<file path="src/rtl/ascon_sequencer_pkg.sv">
// ---------------------------------------------------------------------------
// ascon_pack : shared state encoding and round constants for ascon_sequencer
// Rev 1.0
// ---------------------------------------------------------------------------
`default_nettype none

package ascon_pack;

  localparam int         ROUNDS_A_C   = 12;
  localparam int         ROUNDS_B_C   = 6;
  localparam logic [3:0] ROUND_LAST_C = 4'd11;

  typedef enum logic [2:0] {
    IDLE    = 3'd0,
    INIT    = 3'd1,
    WAIT_AD = 3'd2,
    AD      = 3'd3,
    WAIT_PT = 3'd4,
    PT      = 3'd5,
    FINAL   = 3'd6,
    DONE    = 3'd7
  } ascon_state_t;

endpackage

`default_nettype wire

</file>
<file path="src/rtl/ascon_round_counter.sv">
// ---------------------------------------------------------------------------
// ascon_round_counter : 4-bit round index, saturating at the last round
// Rev 1.0
// ---------------------------------------------------------------------------
`default_nettype none

module ascon_round_counter
  import ascon_pack::*;
(
  input  logic       clock_i,
  input  logic       resetb_i,
  input  logic       load_i,
  input  logic [3:0] load_val_i,
  input  logic       en_i,
  output logic [3:0] count_o,
  output logic       last_o
);

  logic [3:0] count_q;
  logic [3:0] count_d;

  // Load wins over increment; the count parks at the last round index.
  always_comb begin
    count_d = count_q;
    if (load_i) begin
      count_d = load_val_i;
    end else if (en_i && (count_q != ROUND_LAST_C)) begin
      count_d = count_q + 4'd1;
    end
  end

  always_ff @(posedge clock_i or negedge resetb_i) begin
    if (!resetb_i) begin
      count_q <= 4'd0;
    end else begin
      count_q <= count_d;
    end
  end

  assign count_o = count_q;
  assign last_o  = (count_q == ROUND_LAST_C);

endmodule

`default_nettype wire

</file>
<file path="src/rtl/ascon_sequencer.sv">
// ---------------------------------------------------------------------------
// ascon_sequencer : control FSM for one ASCON-128 encryption, one round/clock
// Rev 1.0
// ---------------------------------------------------------------------------
`default_nettype none

module ascon_sequencer
  import ascon_pack::*;
#(
  parameter int ROUNDS_A = ROUNDS_A_C,
  parameter int ROUNDS_B = ROUNDS_B_C
) (
  input  logic       clock_i,
  input  logic       resetb_i,
  input  logic       start_i,
  input  logic       data_valid_i,
  input  logic       last_i,
  output logic       data_ready_o,
  output logic       en_key_o,
  output logic       en_data_o,
  output logic       en_state_o,
  output logic       init_sel_o,
  output logic [3:0] round_o,
  output logic       xor_data_o,
  output logic       xor_key_begin_o,
  output logic       xor_key_end_o,
  output logic       xor_domain_o,
  output logic       en_cipher_o,
  output logic       cipher_valid_o,
  output logic       en_tag_o,
  output logic       busy_o,
  output logic       done_o
);

  localparam logic [3:0] LOAD_A_C = ROUND_LAST_C + 4'd1 - 4'(ROUNDS_A);
  localparam logic [3:0] LOAD_B_C = ROUND_LAST_C + 4'd1 - 4'(ROUNDS_B);

  ascon_state_t state_q;
  logic         cipher_valid_q;
  logic [3:0]   count;
  logic         count_last;
  logic         cnt_load;
  logic [3:0]   cnt_load_val;
  logic         cnt_en;
  logic         in_wait;
  logic         in_round;
  logic         transfer;

  assign in_wait  = (state_q == WAIT_AD) || (state_q == WAIT_PT);
  assign in_round = (state_q == INIT) || (state_q == AD) ||
                    (state_q == PT)   || (state_q == FINAL);
  assign transfer = in_wait && data_valid_i;

  // Init and final phases run p^a; every data-phase entry runs p^b.
  assign cnt_load     = ((state_q == IDLE) && start_i) || transfer;
  assign cnt_load_val = ((state_q == IDLE) || ((state_q == WAIT_PT) && last_i))
                        ? LOAD_A_C : LOAD_B_C;
  assign cnt_en       = in_round;

  ascon_round_counter u_round_counter (
    .clock_i    (clock_i),
    .resetb_i   (resetb_i),
    .load_i     (cnt_load),
    .load_val_i (cnt_load_val),
    .en_i       (cnt_en),
    .count_o    (count),
    .last_o     (count_last)
  );

  always_ff @(posedge clock_i or negedge resetb_i) begin
    if (!resetb_i) begin
      state_q        <= IDLE;
      cipher_valid_q <= 1'b0;
    end else begin
      cipher_valid_q <= en_cipher_o;
      case (state_q)
        IDLE:    if (start_i)      state_q <= INIT;
        INIT:    if (count_last)   state_q <= WAIT_AD;
        WAIT_AD: if (data_valid_i) state_q <= AD;
        AD:      if (count_last)   state_q <= WAIT_PT;
        WAIT_PT: if (data_valid_i) state_q <= last_i ? FINAL : PT;
        PT:      if (count_last)   state_q <= WAIT_PT;
        FINAL:   if (count_last)   state_q <= DONE;
        DONE:                      state_q <= IDLE;
        default:                   state_q <= IDLE;
      endcase
    end
  end

  // en_key_o is gated by reset so that every strobe reads 0 while held in reset.
  assign en_key_o       = resetb_i && start_i && (state_q == IDLE);
  assign en_data_o      = transfer;
  assign data_ready_o   = in_wait;
  assign en_state_o     = in_round;
  assign round_o        = count;
  assign busy_o         = (state_q != IDLE);
  assign done_o         = (state_q == DONE);
  assign cipher_valid_o = cipher_valid_q;

  always_comb begin
    init_sel_o      = 1'b0;
    xor_data_o      = 1'b0;
    xor_key_begin_o = 1'b0;
    xor_key_end_o   = 1'b0;
    xor_domain_o    = 1'b0;
    en_cipher_o     = 1'b0;
    en_tag_o        = 1'b0;
    case (state_q)
      INIT: begin
        init_sel_o    = (count == LOAD_A_C);
        xor_key_end_o = count_last;
      end
      AD: begin
        xor_data_o   = (count == LOAD_B_C);
        xor_domain_o = count_last;
      end
      PT: begin
        xor_data_o  = (count == LOAD_B_C);
        en_cipher_o = (count == LOAD_B_C);
      end
      FINAL: begin
        xor_data_o      = (count == LOAD_A_C);
        en_cipher_o     = (count == LOAD_A_C);
        xor_key_begin_o = (count == LOAD_A_C);
        xor_key_end_o   = count_last;
        en_tag_o        = count_last;
      end
      default: ;
    endcase
  end

endmodule

`default_nettype wire

</file>
<file path="config.mk">
export PLATFORM = sky130hd
export DESIGN_NAME = ascon_sequencer
export DESIGN_NICKNAME = d
export VERILOG_FILES = /design/src/rtl/ascon_sequencer_pkg.sv /design/src/rtl/ascon_round_counter.sv /design/src/rtl/ascon_sequencer.sv
export SDC_FILE = /design/constraint.sdc
export NUM_CORES = 1
export LEC_CHECK = 0
export ABC_AREA = 1
export CORE_MARGIN = 2
export CORE_UTILIZATION = 45
export CTS_CLUSTER_DIAMETER = 150
export DETAILED_ROUTE_END_ITERATION = 12
export PLACE_DENSITY = 0.78
export RECOVER_POWER = 100
export SYNTH_ARGS = -nofsm -noshare
export SYNTH_HDL_FRONTEND = slang
export SYNTH_SLANG_ARGS = --single-unit
</file>
<file path="constraint.sdc">
create_clock -name clock_i -period 1.5 [get_ports clock_i]
set_clock_uncertainty 0.05 [all_clocks]
set_input_delay 0.15 -clock clock_i [delete_from_list [all_inputs] [get_ports clock_i]]
set_output_delay 0.15 -clock clock_i [all_outputs]
set_load 0.05 [all_outputs]
</file>
==> impl_metrics.ini, run 1 <==
[status]
status = stopped before the end
lastStage = clock tree synthesis
firstError = [ERROR DPL-0038] Utilization greater than 100%, impossible to legalize

[clock_network]
post_cts_buffers = 11
ctsLongestPathBuffers = 2
cts_buffers = 3
cts_root_buffer = clkbuf_4
h-tree-depth = 1
cts.hold.buffers_added = 0
cts.sinks = 8
cts_resized = 26

[place]
dp.cells = 146
hpwl_um = 1890
post-place-ws_ns = 0.04490
gp_congestion = 0.8373
portBuffers = 22
place_area_um2 = 1335

[yosys]
synth.area.top_cells = dfrtp_1 28%, nand3_1 12%, nand2_1 11%
synth.top_cell.area_share_pct = 27.78
synth_seq_cells = 8
yosysSeqAreaShare_pct = 27.78
synthArstFlopShare_pct = 100.0
ys_warn_count = 0
avgSynthCellArea_um2 = 7.354
synthFlopType = dfrtp_1
syn_inst = 98
yosysTopAreaCell = dfrtp_1
mappedNetlistArea_um2 = 720.7
synthesis.nets = 106
synth_cell_types = 21
synth_edf_count = 0

[die]
ios = 23
start_util_pct = 47.84
die_w_um = 44.02
die_h_um = 44.02
rows = 14
## cell families after synthesis
logic type      share of synthesized area (%)
compound gates                          7.812
flops                                   27.78
buf+inv                                 9.201
xor+xnor                                2.431
fa+ha+maj                               5.209
simple gates                            47.57
## stage by stage
stage / utilization, % / hold WS [ns]
after detailed placement: 88.62 / 0.4643
after global placement: 88.62 / 0.4564
after floorplan: - / -0.1956
## cell usage after synthesis (3+ instances only)
cell type  number
o21ai_0         3
ha_1            3
dfrtp_1         8
a21oi_1         3
inv_1          11
nand3_2         6
nand2_1        22
nand2_4         3
nand2_2         3
nor2_1          6
nand3_1        17
==> run 2, diff against run 1 <==
--- a/config.mk
+++ b/config.mk
@@ -6,11 +6,10 @@
 export NUM_CORES = 1
 export LEC_CHECK = 0
 export ABC_AREA = 1
-export CORE_MARGIN = 2
-export CORE_UTILIZATION = 45
-export CTS_CLUSTER_DIAMETER = 150
+export CORE_AREA = 2 2 63 65
 export DETAILED_ROUTE_END_ITERATION = 12
-export PLACE_DENSITY = 0.78
+export DIE_AREA = 0 0 65 67
+export PLACE_DENSITY_LB_ADDON = 0.15
 export RECOVER_POWER = 100
 export SYNTH_ARGS = -nofsm -noshare
 export SYNTH_HDL_FRONTEND = slang
==> run 2 against run 1 <==
Effect of this change: the flow now finishes, with violations (negative setup slack); synthesized area stayed put; synthesized cell count is the same.
==> impl_metrics.ini, run 2 <==
[grt]
grt_pass1_vias = 844
grt_max_degree = 10
grt_use_total_pct = 11.74
antenna_found_initial = 0
gr-total-overflow = 0
grt_pass1_wl_um = 3850

[die]
die_w_um = 65
die-area_um2 = 4355
coreArea_um2 = 3606
ios = 23
die_h_um = 67
start_util_pct = 19.99
rows = 22

[detailed_routing]
drtIter0Drc = 22
wl_per_cell_um = 12.25
drt-total-wl_um = 2449
dr.pass1.iters = 4
viasPerCell = 4.250
drc_errors = 0
ant_nets = 0
num_vias = 850

[place]
hpwl_um = 1743
portBuffers = 22
gp_congestion = 0.8219
place_area_um2 = 1373
dp.cells = 176

[critical_path]
crit_required_ns = 1.30
endpoint_kind = output port
critPathKind = reg2out
critPathArrivalTime_ns = 1.39
path_max_fanout = 5
start_kind = register

[finish]
final_cell_mix = 23 x buf_4, 19 x nand2_1, 19 x buf_12
largest_register_ffs = 4
area_growth_syn_to_layout_pct = 136.8
antenna_cells = 0
multi_input_area_um2 = 688.2
final_area_um2 = 1707
seqCellArea_um2 = 209.0
final_cells = 200
fin_nets = 161
final_common_cell = buf_4
fillerInstances = 327
layout-drive-gt1-share_pct = 67.76

[clock_network]
clk_pin_slew_worst_paths_ns = 0.05
h-tree-depth = 1
cts_tree = built
clkLatencyLatePin_ns = 0.24
ctsLongestPathBuffers = 2
cts.sinks = 8
cts_root_buffer = clkbuf_8
cts.hold.buffers_added = 0
cts_buffers = 3

[yosys]
netlist_top_cells_count = 22 x nand2_1, 17 x nand3_1, 11 x inv_1
yosysSeqAreaShare_pct = 27.78
synth_cell_types = 21
synth.top_cell.area_share_pct = 27.78
synth.most_common_cell = nand2_1
synthFlopType = dfrtp_1
yosysTopAreaCell = dfrtp_1
synth.area.top_cells = dfrtp_1 28%, nand3_1 12%, nand2_1 11%
synth_seq_cells = 8
synth_edf_count = 0
synthesis.nets = 106
avgSynthCellArea_um2 = 7.354
ys_warn_count = 0
synthArstFlopShare_pct = 100.0
mappedNetlistArea_um2 = 720.7
syn_inst = 98

[status]
status = complete, but fails checks
violations = negative setup slack

[power]
netSwitchingFraction_pct = 50.04
leakage_nw = 0.7313
internal-power_mw = 2.025
p_per_area_nw_per_um2 = 2375
ir_drop_v = 0.0009283
seq_power_share_pct = 11.6
comb_power_share_pct = 81.2
clockPowerShare_pct = 7.1
switching_power_mw = 2.029

[hold_path]
hold_path_class = in2async

[timing]
post-route-period-util_pct = 106.1
min_period_ns = 1.592
slew_headroom_pct = 60.61
finalHoldViolCount = 0
tns_ns = -0.7112
slew_violations = 0
layout_setup_ws_ns = -0.09205
setup_viol = 13
timing.fmax_mhz = 628.1
rsz0062_at_grt = true
tightest_slew_ns = 0.5933

[job]
max_cap_viol_count = 0
run 2: layout make-up:
type                       count  share of cell area, %
sequential                     8                  12.24
inverter                      13                  3.446
timing repair buffer          52                  37.83
tap                           48                  3.519
clock buffer                   4                  2.639
multi-input combinational     75                  40.32
run 2: through the flow:
stage / power (mW) / worst slack, ns / util [%] / hold WS (ns)
after floorplan: 2.035 / -0.1917 / - / -0.1956
after global placement: 3.041 / 0.01613 / 38.06 / 0.5041
after detailed placement: 3.048 / -0.01117 / 38.06 / 0.5067
after CTS: 3.728 / -0.1025 / 44.10 / 0.2541
after global routing: 4.287 / -0.1537 / 47.33 / 0.4539
final: 4.054 / -0.09205 / 47.33 / 0.4026
run 2: final timing paths:
kind | startpoint | endpoint | slack [ns] | cells after the start
max | u_round_counter.count_o[1]$_DFFE_PN0P_ | en_cipher_o | -0.09 | 7
min | resetb_i | u_round_counter.count_o[1]$_DFFE_PN0P_ | 0.40 | 2
max reg2reg | state_q[0]$_DFFE_PN0P_ | state_q[1]$_DFFE_PN0P_ | 0 | 9
min reg2reg | state_q[0]$_DFFE_PN0P_ | state_q[0]$_DFFE_PN0P_ | 0.53 | 2
max in group asynchronous | resetb_i | state_q[1]$_DFFE_PN0P_ | 0.65 | 2
min in group clock_i | state_q[0]$_DFFE_PN0P_ | state_q[0]$_DFFE_PN0P_ | 0.53 | 2
run 2: power by group through the flow:
stage / combinational (mW) / clock (mW) / sequential [mW]
CTS: 2.97 / 0.295 / 0.464
finish: 3.29 / 0.289 / 0.471
floorplan: 1.46 / 0 / 0.576
detailed placement: 2.57 / 0 / 0.474
global route: 3.50 / 0.311 / 0.481
global placement: 2.57 / 0 / 0.469
run 2: repair_timing:
item / 4_1_cts / 5_1_grt
setup buffers: 14 / 6
pin swaps: 7 / 6
cloned: 0 / 0
setup endpoints to repair: 12 / 19
resized for setup: 17 / 18
run 2: cell families (layout without fill, tap and decap cells):
group	Yosys count	in the layout	share of synthesized area, %
and+or+nand+nor	61	61	47.57
buffers and inverters	15	69	9.201
AOI/OAI and AO/OA	9	9	7.812
DFF	8	8	27.78
adders and majority gates	3	3	5.209
xor gates and xnor gates	2	2	2.431
run 2: critical path, stage by stage, from the launching register on:
cell     delay [ns]
dfrtp_2        0.44
inv_2          0.08
ha_4           0.13
nand3_4        0.08
nor2_4         0.12
inv_2          0.07
o21ai_4        0.07
buf_12         0.15
run 2: layer usage:
| metal | vias to the layer above | track usage, % | wire, µm |
|---|---|---|---|
| met2 | 20 | 22.16 | 1401 |
| met4 | 0 | 4.787 | 27 |
| met1 | 398 | 13.08 | 952 |
| met3 | 4 | 1.689 | 68 |
| met5 | - | 0 | 0 |
| li1 | 428 | - | - |
Power figures use the tool's default switching activity.
